**src/rtl/burst_write_arbiter.sv**
```systemverilog
// ---------------------------------------------------------------------------
// burst_write_arbiter
//   Round-robin arbiter that lets two Avalon-MM burst write masters share a
//   single burst write slave. A grant is held from the first beat of a burst
//   until its last accepted beat, so bursts never interleave on the slave.
//
// Ports
//   clk, reset           : clock, synchronous active-high reset
//   m0_* / m1_*          : master-side Avalon-MM burst write ports
//   m0/m1_waitrequest    : stall back to each master
//   s_*                  : slave-side Avalon-MM burst write port
//   s_waitrequest        : stall from the slave
//   grant                : one-hot current owner (bit0 = m0, bit1 = m1)
//   busy                 : high while a grant is held
// ---------------------------------------------------------------------------
`timescale 1ns/1ps
module burst_write_arbiter #(
  parameter int DW              = 32,
  parameter int AW              = 32,
  parameter int BURSTCOUNTWIDTH = 5,
  parameter int BYTEENABLEWIDTH = 4
) (
  input  logic                       clk,
  input  logic                       reset,
  input  logic [AW-1:0]              m0_address,
  input  logic [BURSTCOUNTWIDTH-1:0] m0_burstcount,
  input  logic [BYTEENABLEWIDTH-1:0] m0_byteenable,
  input  logic                       m0_write,
  input  logic [DW-1:0]              m0_writedata,
  output logic                       m0_waitrequest,
  input  logic [AW-1:0]              m1_address,
  input  logic [BURSTCOUNTWIDTH-1:0] m1_burstcount,
  input  logic [BYTEENABLEWIDTH-1:0] m1_byteenable,
  input  logic                       m1_write,
  input  logic [DW-1:0]              m1_writedata,
  output logic                       m1_waitrequest,
  output logic [AW-1:0]              s_address,
  output logic [BURSTCOUNTWIDTH-1:0] s_burstcount,
  output logic [BYTEENABLEWIDTH-1:0] s_byteenable,
  output logic                       s_write,
  output logic [DW-1:0]              s_writedata,
  input  logic                       s_waitrequest,
  output logic [1:0]                 grant,
  output logic                       busy
);

  localparam logic [1:0] ST_IDLE = 2'd0;
  localparam logic [1:0] ST_GNT0 = 2'd1;
  localparam logic [1:0] ST_GNT1 = 2'd2;

  localparam logic [BURSTCOUNTWIDTH-1:0] BC_ONE = BURSTCOUNTWIDTH'(1);

  logic [1:0]                 state_q, state_d;
  logic [BURSTCOUNTWIDTH-1:0] cnt_q, cnt_d;
  logic                       started_q, started_d;
  logic                       last_q, last_d;   // 0 = m0 served last, 1 = m1

  logic [BURSTCOUNTWIDTH-1:0] sel_bc;
  logic [BURSTCOUNTWIDTH-1:0] eff_bc;
  logic                       accept;
  logic                       burst_end;

  // Slave-side mux and handshake steering.
  always_comb begin
    s_address      = '0;
    s_burstcount   = '0;
    s_byteenable   = '0;
    s_write        = 1'b0;
    s_writedata    = '0;
    m0_waitrequest = 1'b1;
    m1_waitrequest = 1'b1;
    grant          = 2'b00;
    busy           = 1'b0;
    case (state_q)
      ST_GNT0: begin
        s_address      = m0_address;
        s_burstcount   = m0_burstcount;
        s_byteenable   = m0_byteenable;
        s_write        = m0_write;
        s_writedata    = m0_writedata;
        m0_waitrequest = s_waitrequest;
        grant          = 2'b01;
        busy           = 1'b1;
      end
      ST_GNT1: begin
        s_address      = m1_address;
        s_burstcount   = m1_burstcount;
        s_byteenable   = m1_byteenable;
        s_write        = m1_write;
        s_writedata    = m1_writedata;
        m1_waitrequest = s_waitrequest;
        grant          = 2'b10;
        busy           = 1'b1;
      end
      default: ;
    endcase
  end

  assign sel_bc = (state_q == ST_GNT1) ? m1_burstcount : m0_burstcount;
  // A burstcount of zero is treated as a single-beat burst.
  assign eff_bc = (sel_bc == '0) ? BC_ONE : sel_bc;
  assign accept = s_write & ~s_waitrequest;

  // cnt_q holds the beats still owed after the first one; the burst ends on
  // the accepted beat that would take it to zero.
  always_comb begin
    state_d   = state_q;
    cnt_d     = cnt_q;
    started_d = started_q;
    last_d    = last_q;
    burst_end = 1'b0;
    case (state_q)
      ST_IDLE: begin
        // Both requesting: the master not served last wins.
        if (m0_write && (!m1_write || last_q)) begin
          state_d = ST_GNT0;
        end else if (m1_write) begin
          state_d = ST_GNT1;
        end
      end
      ST_GNT0, ST_GNT1: begin
        if (accept) begin
          if (!started_q) begin
            if (eff_bc == BC_ONE) begin
              burst_end = 1'b1;
            end else begin
              cnt_d     = eff_bc - BC_ONE;
              started_d = 1'b1;
            end
          end else if (cnt_q == BC_ONE) begin
            burst_end = 1'b1;
          end else begin
            cnt_d = cnt_q - BC_ONE;
          end
        end
        if (burst_end) begin
          state_d   = ST_IDLE;
          cnt_d     = '0;
          started_d = 1'b0;
          last_d    = (state_q == ST_GNT1);
        end
      end
      default: begin
        state_d   = ST_IDLE;
        cnt_d     = '0;
        started_d = 1'b0;
      end
    endcase
  end

  always_ff @(posedge clk) begin
    if (reset) begin
      state_q   <= ST_IDLE;
      cnt_q     <= '0;
      started_q <= 1'b0;
      last_q    <= 1'b1;
    end else begin
      state_q   <= state_d;
      cnt_q     <= cnt_d;
      started_q <= started_d;
      last_q    <= last_d;
    end
  end

endmodule

```
**config.mk**
```make
export PLATFORM = sky130hd
export DESIGN_NAME = burst_write_arbiter
export DESIGN_NICKNAME = d
export VERILOG_FILES = /design/src/rtl/burst_write_arbiter.sv
export SDC_FILE = /design/constraint.sdc
export NUM_CORES = 1
export LEC_CHECK = 0
export ABC_AREA = 0
export CAP_MARGIN = 20
export CORE_AREA = 5 5 86 88
export DETAILED_ROUTE_END_ITERATION = 12
export DIE_AREA = 0 0 91 93
export DONT_BUFFER_PORTS = 1
export PLACE_DENSITY = 0.49
export SLEW_MARGIN = 10
export SYNTH_ARGS = -nofsm -noshare
export SYNTH_HDL_FRONTEND = slang
export SYNTH_SLANG_ARGS = --single-unit
```
**constraint.sdc**
```tcl
create_clock -name clk -period 2.71 [get_ports clk]
set_clock_uncertainty 0.15 [all_clocks]
set_input_delay 0.6775 -clock clk [delete_from_list [all_inputs] [get_ports clk]]
set_output_delay 0.6775 -clock clk [all_outputs]
set_load 0.01 [all_outputs]
```
After elaboration in Yosys (flattened, before gate mapping):

Index checks and enable logic that the tools add are counted.

* add/sub/neg operators: 2
* $mul: 0
* divide/modulo/power cells: 0
* order comparisons: 0
* eq/ne operators: 9
* shift operators: 0
* muxes and demuxes: 31
* bitwise gates (word level): 3
* reduce and logical (&&, ||, !) cells: 10

Operators with widths (number)
* $pmux W32 S2: 2
* $mux W5: 7
* $pmux W5 S2: 2
* $mux W1: 12
* $eq A5 B1 Y1 const B: 2
* $sub A5 B1 Y5 const B: 2
* $ne A4 B3 Y1 const B: 2
* $pmux W2 S2: 2
* $pmux W4 S2: 1
* $mux W2: 3
* $reduce_and A2 Y1: 3
* $logic_not A5 Y1: 1
* $pmux W1 S2: 2
* $reduce_and A4 Y1: 1
* $ne A3 B1 Y1 const B: 1
* $ne A3 B3 Y1 const B: 1
* $eq A2 B1 Y1 const B: 1
* $eq A2 B2 Y1 const B: 1
* $logic_not A2 Y1: 1
* $ne A2 B1 Y1 const B: 1
* $not A1 Y1: 2
* $reduce_or A2 Y1: 1
* $and A1 B1 Y1: 1
* $logic_and A1 B1 Y1: 1
* 2 further kinds: 2

* register bits after elaboration: 9
* latch bits: 0
* bits in writable memories: 0
* ROM bits: 0
* output and inout port bits: 79
* logic and storage cells: 59
* memories kept: 0

Logic depth before layout (Yosys ltp):

* depth in word-level cells: 11
* gate-level depth with buffers: 11

Worst setup path before layout:

Ideal clock, no wire load.

* path type: register to register
* start point: register state_q[0]
* end point: register cnt_q[3]
* arrival: 2.439 ns
* setup slack: 0.026 ns
* cell stages (with the launch flop): 11
* clock period less this slack: 2.684 ns
* cells stage by stage: dfxtp_1 -> inv_1 -> ha_1 -> buf_2 -> buf_1 -> mux2i_1 -> ha_1 -> nor4b_2 -> a221oi_4 -> inv_2 -> o41ai_2

* word-level cells in the longest chain between the ends: 11
* elaborated cells between the ends (all ways): 25
* those cells by class: add/sub (1); eq/ne (6); mux (12); bitwise (2); reduce/logical (4)

Ends and longest elaborated chain
* start: declaration: RTL line 53 `logic [1:0] state_q, state_d;`
* start signal: assignment: RTL line 158 `state_q <= state_d;`
* branches (longest 11 deep; another with $sub A5 B1 Y5)
* end signal: assignment: RTL line 159 `cnt_q <= cnt_d;`
* end: declaration: RTL line 54 `logic [BURSTCOUNTWIDTH-1:0] cnt_q, cnt_d;`

Parallel ways; which one is timed is not known. The select of a mux whose other input is x is not followed.
A chain may end at the register's enable or synchronous reset.

Worst setup path in the final report:

* start point: register state_q[1]
* end point: output s_writedata[9]

* word-level cells in the longest chain between the ends: 2
* elaborated cells between the ends (all ways): 3
* those cells by class: eq/ne (2); mux (1)

Ends and longest elaborated chain
* $eq A2 B2 Y1 or $eq A2 B1 Y1 (tied branches): RTL line 74 `case (state_q)`
* $pmux W32 S2 (*): RTL line 74
* end: declaration: RTL line 41 `output logic [DW-1:0] s_writedata,`

Mark *: on every way between the ends. The rest lies on a longest branch, timed or not.

==> results.toml <==
[floorplanning]
fp.dieW_microns = 91
start_util = 0.272
core_area_sq_um = 6570
rows = 30
dieHeight_microns = 93
die-area_sq_um = 8460
ios = 230

[grt]
grt-ovfl-total = 0
grt_pass1_vias = 2166
grt_max_degree = 44
antenna_found_initial = 2
grt.total_usage = 0.197
grt_pass1_wl_microns = 13100

[pwr]
power.density_nw_per_um2 = 747
ir_drop_mv = 0.221
total_power_mw = 1.52
p_leak_nw = 0.624

[layout]
seqCellArea_sq_um = 180
final_common_cell = "nor2_1"
area_delta_synth_final_pct = 13.6
stdcell_area_sq_um = 2030
multiInputGateArea_sq_um = 1470
fillCellCount = 718
nNetsFinal = 434
drive_gt1_frac = 0.146
layout_common_cells = "nor2_1, a22oi_1, buf_4, dfxtp_1, inv_1"

[yosys]
synth_area_per_cell_sq_um = 6.53
netlist_instances = 274
synthFlopType = "dfxtp_1"
syn_nets = 433
synth_edf_count = 0
syn_area_sq_um = 1790
synth_top_area_frac = 0.311
yosysTopAreaCell = "a22oi_1"
seq_area_frac_synth = 0.101
yosysWarnings = 0
synth_cell_type_count = 37
synth_area_leaders = "a22oi_1, nor2_1, dfxtp_1"
synth-async-reset-ratio = 0
synth-seq-cells = 9

[outcome]
outcome = "finished clean"

[cts]
cts.path.max_buffers = 2
cts_buffers = 3
cts.htree.levels = 1
path_clk_slew_ns = 0.05
clk_latency_ns = 0.24
hold_buffers = 0
cts_setup_buffers = 0
clockRootBuffer = "clkbuf_8"
cts_sinks = 9
cts_tree = "done"

[timing]
finalCriticalPeriod_ns = 2.64
grt_setup_unrepaired = "true"
slew_violations = 0
finalCritPeriodShare = 0.974
tightest_slew_ns = 0.501
slew-limit-headroom = 0.663
setup_violations = 0
max_freq_mhz = 379
hold_viol_final = 0

[drt]
wl_per_cell_microns = 25.7
drt_iter0_drc = 110
viasPerCell = 6.30
wl_met3_microns = 1240
first_pass_iters = 4
highest_layer = "met5"
final_antenna_net_count = 0
drc = 0
wl_met2_microns = 3980
met1Wirelength_microns = 3740
vias = 2238
routed_wl_microns = 9110

[worst_setup_path]
rr_worst_depth = 8
cp_num_buf_inv = 3
reg2reg_setup_slack_ns = 0.19
cp.depth = 6
startpoint_type = "flop"
cp_cell_sequence = "inv_1 -> ha_2 -> buf_4 -> a22oi_1 -> nor2_1 -> buf_4"
crit_fanout = 37
cp.required_ns = 1.88
cp_top_family = "buffers and inverters"
cp.arrival_ns = 1.81
crit_path_end_kind = "primary output"
slowest_stage = "buf_4"
cpPeakStageDelay_ns = 0.35
path_class = "reg -> out"
path_common_cell = "buf_4"

[flow_run]
drv_cap = 0

[place]
gp_congestion = 0.793
dp_hpwl_microns = 7760
placed_area_sq_um = 1970
port_buffers = 0

[worst_hold_path]
hold_path_depth = 2
hold_class = "reg -> reg"
==> synthesized netlist by cell type (3+ instances only) <==
cell       instances
a21oi_1            7
dfxtp_1            9
xor2_1             3
clkbuf_1          15
nand2b_1           3
o2111ai_1          4
ha_1               8
nor3_1             5
buf_2              6
a22oi_1           74
nand2_1            7
mux2i_1            6
nor2_1            78
buf_1              6
inv_1              9
o21ai_0            7
==> final cells by class <==
type,instances,share of cell area
antenna,1,0.00123
clock buffer,3,0.0203
clock inverter,1,0.00246
inverter,10,0.0197
multi-input combinational,228,0.722
sequential,9,0.0887
tap,80,0.0493
timing repair buffer,23,0.0967
==> flip-flops by register name, indices dropped and copies added (netlist names) <==
name       count
cnt_q          5
started_q      1
state_q        2
last_q         1
==> worst paths after layout <==
path                                start               endpoint
hold reg to reg     cnt_q[4]$_SDFFE_PP0P_  cnt_q[4]$_SDFFE_PP0P_
setup reg to reg  state_q[0]$_SDFFE_PP0P_  cnt_q[3]$_SDFFE_PP0P_
setup / recovery  state_q[1]$_SDFFE_PP0P_         s_writedata[9]
hold / removal      cnt_q[4]$_SDFFE_PP0P_  cnt_q[4]$_SDFFE_PP0P_
==> through the flow <==
| step | utilization | std cells | TNS [ns] | setup slack, ns | hold WS [ns] |
|---|---|---|---|---|---|
| detailed placement | 0.300 | 350 | 0 | 0.173 | 0.314 |
| global route | 0.309 | 354 | -0.00716 | -0.00427 | 0.339 |
| floorplan | - | 274 | 0 | 0.0258 | 0.295 |
| CTS | 0.307 | 354 | 0 | 0.0309 | 0.321 |
| global placement | 0.300 | 350 | 0 | 0.251 | 0.304 |
| finish | 0.309 | 355 | 0 | 0.0701 | 0.318 |
==> where the power goes <==
group          leakage, nW  internal, mW  total (mW)  switching [mW]
Combinational        0.525         0.403        1.17           0.765
Sequential          0.0732         0.157       0.191          0.0339
Clock               0.0255         0.101       0.160          0.0588
==> metal layers <==
| metal | up-vias | track usage |
|---|---|---|
| met5 | - | 0 |
| met4 | 2 | 0.0452 |
| met3 | 18 | 0.0998 |
| met2 | 152 | 0.281 |
| met1 | 1039 | 0.263 |
| li1 | 1027 | - |
==> worst min-delay path, delay by kind of cell (launching register included) <==
| family | cells | cell delay (ns) |
|---|---|---|
| flip-flops | 1 | 0.32 |
| AND/OR/NAND/NOR | 1 | 0.06 |
| AO/OA/AOI/OAI | 1 | 0.05 |
==> cells by family (layout without fill, tap and decap cells) <==
| family | Yosys count | after routing | synth area share |
|---|---|---|---|
| fa+ha+maj | 8 | 8 | 0.0560 |
| flops | 9 | 9 | 0.101 |
| compound gates | 104 | 104 | 0.451 |
| xor+xnor | 4 | 4 | 0.0196 |
| simple gates | 106 | 106 | 0.258 |
| buf+inv | 37 | 37 | 0.0819 |
| other cells | 0 | 1 | 0 |
| mux | 6 | 6 | 0.0336 |
==> timing repair <==
item / in CTS / in global routing
setup endpoints to repair: 4 / 37
gates resized for setup: 1 / 3
cloned: 0 / 0
pin swaps: 0 / 0
(Power assumes the default switching activity.)
